==> config.mk <==
export PLATFORM = sky130hd
export DESIGN_NAME = fifo_sync
export DESIGN_NICKNAME = d
export VERILOG_FILES = /design/src/rtl/fifo_sync_pkg.sv /design/src/rtl/fifo_ram.sv /design/src/rtl/fifo_sync.sv
export SDC_FILE = /design/constraint.sdc
export NUM_CORES = 1
export LEC_CHECK = 0
export ABC_AREA = 1
export CAP_MARGIN = 20
export CORE_ASPECT_RATIO = 0.6
export CORE_MARGIN = 3
export CORE_UTILIZATION = 64
export DETAILED_ROUTE_END_ITERATION = 10
export PLACE_DENSITY = 0.91
export SLEW_MARGIN = 15
export SYNTH_ARGS = -nofsm -noshare
export SYNTH_HDL_FRONTEND = slang
export SYNTH_SLANG_ARGS = --single-unit
==> constraint.sdc <==
create_clock -name Clock -period 4.19 [get_ports Clock]
set_clock_uncertainty 0.15 [all_clocks]
set_input_delay 0.838 -clock Clock [delete_from_list [all_inputs] [get_ports Clock]]
set_output_delay 0.838 -clock Clock [all_outputs]
set_load 0.02 [all_outputs]
==> src/rtl/fifo_sync_pkg.sv <==
// Shared queue constants: depth derivation, default thresholds and the flag bundle.
package fifo_sync_pkg;

    localparam int unsigned FIFO_DEF_DATA_WIDTH   = 8;
    localparam int unsigned FIFO_DEF_ADDR_WIDTH   = 4;
    localparam int unsigned FIFO_DEF_ALMOST_EMPTY = 2;
    localparam int unsigned FIFO_DEF_AF_MARGIN    = 2;

    typedef struct packed {
        logic full;
        logic empty;
        logic almost_full;
        logic almost_empty;
    } fifo_flags_t;

    function automatic int unsigned fifo_depth(input int unsigned addr_width);
        return 32'(1) << addr_width;
    endfunction

    function automatic int unsigned fifo_almost_full_default(input int unsigned addr_width);
        return fifo_depth(addr_width) - FIFO_DEF_AF_MARGIN;
    endfunction

endpackage

==> src/rtl/fifo_ram.sv <==
// Simple dual-port storage array with a registered read port and no write-to-read bypass.
module fifo_ram
    import fifo_sync_pkg::*;
#(
    parameter int unsigned DATA_WIDTH = FIFO_DEF_DATA_WIDTH,
    parameter int unsigned ADDR_WIDTH = FIFO_DEF_ADDR_WIDTH
) (
    input  logic                  Clock,
    input  logic                  Reset,
    input  logic                  wr_en,
    input  logic [ADDR_WIDTH-1:0] wr_addr,
    input  logic [DATA_WIDTH-1:0] wr_data,
    input  logic                  rd_en,
    input  logic [ADDR_WIDTH-1:0] rd_addr,
    output logic [DATA_WIDTH-1:0] rd_data
);

    localparam int unsigned DEPTH = fifo_depth(ADDR_WIDTH);

    logic [DATA_WIDTH-1:0] mem [DEPTH];

    // Array contents are deliberately left out of reset.
    always_ff @(posedge Clock) begin
        if (wr_en) begin
            mem[wr_addr] <= wr_data;
        end
    end

    // Read register holds its value when no read is accepted.
    always_ff @(posedge Clock or negedge Reset) begin
        if (!Reset) begin
            rd_data <= '0;
        end else if (rd_en) begin
            rd_data <= mem[rd_addr];
        end
    end

endmodule

==> src/rtl/fifo_sync.sv <==
// Synchronous FIFO: pointers, occupancy count, registered threshold flags and sticky errors.
module fifo_sync
    import fifo_sync_pkg::*;
#(
    parameter int unsigned DATA_WIDTH         = FIFO_DEF_DATA_WIDTH,
    parameter int unsigned ADDR_WIDTH         = FIFO_DEF_ADDR_WIDTH,
    parameter int unsigned ALMOST_FULL_LEVEL  = fifo_almost_full_default(ADDR_WIDTH),
    parameter int unsigned ALMOST_EMPTY_LEVEL = FIFO_DEF_ALMOST_EMPTY
) (
    input  logic                  Clock,
    input  logic                  Reset,
    input  logic                  iWriteEnable,
    input  logic [DATA_WIDTH-1:0] iDataIn,
    input  logic                  iReadEnable,
    input  logic                  iClearErrors,
    output logic [DATA_WIDTH-1:0] oDataOut,
    output logic                  oDataValid,
    output logic                  oFull,
    output logic                  oEmpty,
    output logic                  oAlmostFull,
    output logic                  oAlmostEmpty,
    output logic [ADDR_WIDTH:0]   oCount,
    output logic                  oOverflow,
    output logic                  oUnderflow
);

    localparam int unsigned DEPTH = fifo_depth(ADDR_WIDTH);
    localparam int unsigned CNT_W = ADDR_WIDTH + 1;

    logic [ADDR_WIDTH-1:0] wptr;
    logic [ADDR_WIDTH-1:0] rptr;
    logic                  wr_ok_c;
    logic                  rd_ok_c;
    logic [CNT_W-1:0]      count_next_c;
    fifo_flags_t           flags_next_c;
    logic                  overflow_next_c;
    logic                  underflow_next_c;

    // Acceptance, next occupancy and flags derived from the next count.
    always_comb begin
        rd_ok_c          = iReadEnable & ~oEmpty;
        wr_ok_c          = iWriteEnable & (~oFull | rd_ok_c);
        count_next_c     = oCount + CNT_W'(wr_ok_c) - CNT_W'(rd_ok_c);
        flags_next_c     = '0;
        flags_next_c.full         = (count_next_c == CNT_W'(DEPTH));
        flags_next_c.empty        = (count_next_c == '0);
        flags_next_c.almost_full  = (count_next_c >= CNT_W'(ALMOST_FULL_LEVEL));
        flags_next_c.almost_empty = (count_next_c <= CNT_W'(ALMOST_EMPTY_LEVEL));
        // A fresh error in the same cycle as a clear keeps the flag set.
        overflow_next_c  = (oOverflow & ~iClearErrors) | (iWriteEnable & oFull & ~rd_ok_c);
        underflow_next_c = (oUnderflow & ~iClearErrors) | (iReadEnable & oEmpty);
    end

    always_ff @(posedge Clock or negedge Reset) begin
        if (!Reset) begin
            wptr         <= '0;
            rptr         <= '0;
            oCount       <= '0;
            oFull        <= 1'b0;
            oEmpty       <= 1'b1;
            oAlmostFull  <= 1'b0;
            oAlmostEmpty <= 1'b1;
            oDataValid   <= 1'b0;
            oOverflow    <= 1'b0;
            oUnderflow   <= 1'b0;
        end else begin
            if (wr_ok_c) begin
                wptr <= wptr + ADDR_WIDTH'(1);
            end
            if (rd_ok_c) begin
                rptr <= rptr + ADDR_WIDTH'(1);
            end
            oCount       <= count_next_c;
            oFull        <= flags_next_c.full;
            oEmpty       <= flags_next_c.empty;
            oAlmostFull  <= flags_next_c.almost_full;
            oAlmostEmpty <= flags_next_c.almost_empty;
            oDataValid   <= rd_ok_c;
            oOverflow    <= overflow_next_c;
            oUnderflow   <= underflow_next_c;
        end
    end

    fifo_ram #(
        .DATA_WIDTH (DATA_WIDTH),
        .ADDR_WIDTH (ADDR_WIDTH)
    ) u_ram (
        .Clock   (Clock),
        .Reset   (Reset),
        .wr_en   (wr_ok_c),
        .wr_addr (wptr),
        .wr_data (iDataIn),
        .rd_en   (rd_ok_c),
        .rd_addr (rptr),
        .rd_data (oDataOut)
    );

endmodule

==> results of run 1 <==
cell families after synthesis:
kind of cell	share of synthesized area
AOI/OAI and AO/OA	0.005394
xor gates and xnor gates	0.01349
adders and majority gates	0.02236
buffers and inverters	0.04510
DFF	0.7003
and+or+nand+nor	0.2133
layout make-up:
class | count | area share
flip-flops and latches | 156 | 0.6178
multi-input cells | 362 | 0.2245
clock buffers | 17 | 0.05778
repair buffers | 36 | 0.04929
well taps | 130 | 0.02209
clock inverters | 15 | 0.01734
inverters | 22 | 0.01122
where the power goes:
part           internal (mW)  switching (mW)
clock                  0.812           0.616
combinational          0.669            1.53
sequential              1.97           0.187
Yosys cell counts, drive strengths merged:
cell / n / area [sq um]
nand4: 2 / 12.51
clkbuf: 3 / 11.26
nand3: 100 / 500.5
inv: 22 / 82.58
xor2: 10 / 87.58
ha: 10 / 125.1
edfxtp: 128 / 3844
o21ai: 4 / 20.01
fa: 1 / 20.02
buf: 24 / 198.9
dfstp: 2 / 52.55
nand2: 211 / 792.0
nor2: 20 / 75.07
dfrtp: 26 / 650.6
a21oi: 3 / 15.01
nor3: 1 / 5.000
worst paths after layout:
path	from	end	slack [ns]	cells after the start
max	iReadEnable	oAlmostEmpty	0.62	12
min	u_ram.rd_data[6]	u_ram.rd_data[6]	0.34	2
max reg2reg	oEmpty	oAlmostEmpty	0.87	12
min reg2reg	u_ram.rd_data[6]	u_ram.rd_data[6]	0.34	2
max in group asynchronous	Reset	oAlmostEmpty	2.92	2
min in group asynchronous	Reset	u_ram.rd_data[0]	0.66	2
metal layers:
layer | part of all wire | vias up | wire (um) | GRT usage
met4 | 0.022 | 0 | 354 | 0.1244
met1 | 0.40 | 2225 | 6370 | 0.4053
li1 | - | 1982 | - | -
met2 | 0.47 | 311 | 7407 | 0.4436
met5 | 0 | - | 0 | 0
met3 | 0.11 | 39 | 1760 | 0.08313
tightest hold or removal path: stages (launching register included):
cell	delay (ns)
dfrtp_1	0.34
nand2_1	0.06
nand2_1	0.06
flip-flops by register name, summed over array words and instances (netlist names), 4 cells and up:
signal         count
u_ram.mem        128
u_ram.rd_data      8
oCount             5
rptr               4
wptr               4
metrics by stage:
step / power [mW] / cell area, sq um / hold slack [ns] / instances
4_1_cts: 5.691 / 7342 / 0.3404 / 737
2_1_floorplan: 3.614 / 6492 / 0.3509 / 567
3_5_place_dp: 4.206 / 6789 / 0.3253 / 705
6_report: 5.776 / 7362 / 0.3411 / 738
5_1_grt: 6.034 / 7362 / 0.4091 / 738
3_3_place_gp: 4.076 / 6789 / 0.3218 / 705
==> results.cfg, run 1 <==
[clock_network]
clk_latency_ns = 0.42
cts_tree = built
cts-resized-gates = 0
clockRootBuffer = clkbuf_16
postCtsHoldBufs = 0
cts_buffers = 17
cts_sinks = 156
cts_buffer_depth = 2
cts.htree.levels = 4
post_cts_buffers = 0
clk_pin_slew_ns = 0.06

[setup_path]
cpPeakStageDelay_ns = 0.45
worstPathRequired_ns = 4.39
critical-path-top-delay-family = adder cells
crit_slowest_cell = clkdlybuf4s50_1
path_common_cell = nand2_1
worst-setup-path-type = in2reg
critPathMaxFanout = 14
cp-end-kind = flop
start_kind = primary input
path_cells = clkdlybuf4s50_1 > nand2_1 > inv_1 > ha_1 > inv_1 > ha_1 > fa_1 > nand3_1 > nand2_1 > xor2_1 > nand2_1 > nor2_1
cp.arrival_ns = 3.77
cp.buffers_inverters = 3

[final_layout]
layout_common_cells = 211 x nand2_1, 128 x edfxtp_1, 100 x nand3_1, 32 x clkdlybuf4s50_1, 25 x dfrtp_1
n_antenna_cell = 0
final_nets = 619
area_delta_synth_final_pct = 13.39
fillCellCount = 554
register_area_sq_um = 4548
drive_gt1_frac = 0.07237
multi_input_area_sq_um = 1653
layout_commonest_cell = nand2_1
final_util = 0.7728

[sta]
rsz0062_at_grt = false
fmax_mhz = 280.0
hold_viol_final = 0
drv_slew = 0
layout_min_cycle_time_ns = 3.571
worst_slack_ns = 0.6192
post-route-period-util = 0.8522
fin_setup_tns_ns = 0
setup_violations = 0
tightestPinTransition_ns = 0.7820
slew_headroom = 0.4767

[global_routing]
grt.total_usage = 0.2941
grt_start_max_net_pins = 67
antenna_found_initial = 0
grt_overflow_total = 0
first_global_vias = 4427
grt_pass1_wl_um = 24380

[place]
portBuffers = 32
pre_cts_slack_ns = 0.4454
dp.final_hpwl_um = 9599
gp_congestion = 0.8685

[synth]
yosysSeqAreaShare = 0.7003
ys_ff_latch = 156
ys_warn_count = 0
synth_area_sq_um = 6492
syn-num-nets = 591
synth_cell_types = 20
syn_avg_cell_area_sq_um = 11.45
postSynthCellCount = 567

[die]
coreArea_sq_um = 9527
dieArea_sq_um = 11430
die_h_um = 84.02
io_pins = 33
initial_core_util = 0.6815
fp.dieW_um = 136.0
rows = 27

[power_and_ir_drop]
peakVddDrop_uv = 721.2
p_leak_nw = 2.885
powerDensity_nw_per_um2 = 784.6

[detailed_routing]
drc = 0
first_pass_iters = 5
drt-total-wl_um = 15890
drt_iter0_drc = 763
wl_per_cell_um = 21.54
ant_nets = 0
vias = 4557
via_per_inst = 6.175

[run]
drv_cap = 0

[worst_hold_path]
hp-class = reg2reg

[status]
status = completed
Note: power is estimated with default switching activity, not from simulation.
==> run 2: changes to the inputs <==
- CORE_UTILIZATION: 64 -> 59
- PLACE_DENSITY: 0.91 -> 0.85
- clock period: 4.19 -> 4.05 ns (I/O delays scaled with it)
==> results.cfg, run 2 (synthesis gave the netlist of run 1 again) <==
[clock_network]
cts_tree = built
clockRootBuffer = clkbuf_16
cts_buffers = 17
cts-resized-gates = 0
postCtsHoldBufs = 0
post_cts_buffers = 0
clk_pin_slew_ns = 0.06
cts_buffer_depth = 2
clk_latency_ns = 0.43
cts.htree.levels = 4
cts_sinks = 156

[place]
gp_congestion = 0.9337
dpl-instance-area_sq_um = 6803
dp.final_hpwl_um = 10350
portBuffers = 32

[sta]
fmax_mhz = 299.5
post-route-period-util = 0.8244
rsz0062_at_grt = false
tightestPinTransition_ns = 0.8886
whs_ns = 0.3311
hold_viol_final = 0
setup_violations = 0
fin_setup_tns_ns = 0
layout_min_cycle_time_ns = 3.339
drv_slew = 0
slew_headroom = 0.4058

[detailed_routing]
drc = 0
top_layer = met4
wl_per_cell_um = 21.59
ant_nets = 0
drt-total-wl_um = 16070
wl_met2_um = 6998
vias = 4499
drt_iter0_drc = 875
drt-met1-wl_um = 6331
met3_length_um = 2419
via_per_inst = 6.047
first_pass_iters = 6

[setup_path]
cp.arrival_ns = 3.55
start_kind = primary input
crit-reg2reg-launch = oEmpty
critPathMaxFanout = 12
r2r-end = oAlmostEmpty
cp-end-kind = flop
worst-setup-path-type = in2reg
reg2reg_depth = 13
worstPathRequired_ns = 4.26
reg2reg_slack_ns = 1.14

[die]
dieArea_sq_um = 12340
rows = 28
io_pins = 33
initial_core_util = 0.6325
fp.dieW_um = 141.4
coreArea_sq_um = 10260
die_h_um = 87.26

[final_layout]
final_nets = 620
largest_reg_flops = 128
fillCellCount = 642
regMostFlops = u_ram.mem
drive_gt1_frac = 0.07061
final_util = 0.7235
final_area_sq_um = 7427
layout_common_cells = 211 x nand2_1, 128 x edfxtp_1, 100 x nand3_1, 32 x clkdlybuf4s50_1, 25 x dfrtp_1
area_delta_synth_final_pct = 14.40
top_regs = u_ram.mem: 128 flops, u_ram.rd_data: 8 flops, oCount: 5 flops
layout_commonest_cell = nand2_1
n_antenna_cell = 0

[status]
status = completed

[global_routing]
first_global_vias = 4369
grt.total_usage = 0.2799
grt_start_max_net_pins = 67
antenna_found_initial = 0
grt_pass1_wl_um = 24700
grt_overflow_total = 0

[worst_hold_path]
holdPathEnd = u_ram.rd_data[5]
holdPathStages = 2
hp-start = u_ram.rd_data[5]
hp-class = reg2reg

[run]
drv_cap = 0

[power_and_ir_drop]
p_leak_nw = 2.912
powerDensity_nw_per_um2 = 810.7
finalPower_mw = 6.021
peakVddDrop_uv = 564.3
==> run 2: cell types whose count changed in the layout (fill, tap and decap cells not counted), sizes merged <==
cell	before	now
buf	4	5
clkbuf	17	24
clkinv	10	3
==> run 2: metrics by stage <==
stage | instances | worst slack (ns)
after global placement | 711 | 0.5065
after CTS | 743 | 0.7395
after global routing | 744 | 0.5643
after detailed placement | 711 | 0.4148
after floorplan | 567 | 1.233
final | 744 | 0.7113
==> run 2: area by class of cell <==
cell class | count | area, sq um | area share
clock buffer | 24 | 525.5 | 0.07075
clock inverter | 8 | 78.83 | 0.01061
inverter | 22 | 82.58 | 0.01112
multi-input combinational | 362 | 1653 | 0.2225
sequential | 156 | 4548 | 0.6124
tap | 135 | 168.9 | 0.02274
timing repair buffer | 37 | 370.4 | 0.04987
==> run 2: worst max-delay path: stages <==
cell             delay, ns
clkdlybuf4s50_1       0.51
nand2_1               0.26
nand2_1               0.14
nand2_1               0.15
ha_1                  0.31
inv_1                 0.04
ha_1                  0.21
fa_1                  0.41
nand3_1               0.09
nand2_1               0.07
xor2_1                0.31
nand2_1               0.10
nor2_1                0.14
==> run 2: where the power goes <==
| part | switching, mW | internal (mW) | total, mW |
|---|---|---|---|
| clock | 0.625 | 0.970 | 1.60 |
| sequential | 0.178 | 2.04 | 2.21 |
| combinational | 1.52 | 0.693 | 2.21 |
| total | 2.32 | 3.70 | 6.02 |
==> run 2: worst max path at each step <==
stage | start | endpoint | slack, ns | cells past startpoint
after global placement | iReadEnable | oAlmostEmpty | 0.51 | 13
after floorplan | iReadEnable | oAlmostEmpty | 1.23 | 12
after detailed placement | iReadEnable | oEmpty | 0.41 | 13
final | iReadEnable | oAlmostEmpty | 0.71 | 13
after global routing | iReadEnable | oAlmostEmpty | 0.56 | 13
after CTS | iReadEnable | oAlmostEmpty | 0.74 | 13
==> run 2: metal layers <==
layer | vias to the layer above | global-route usage
met2 | 385 | 0.3918
met4 | 0 | 0.1254
li1 | 1982 | -
met5 | - | 0
met3 | 38 | 0.1004
met1 | 2094 | 0.3987
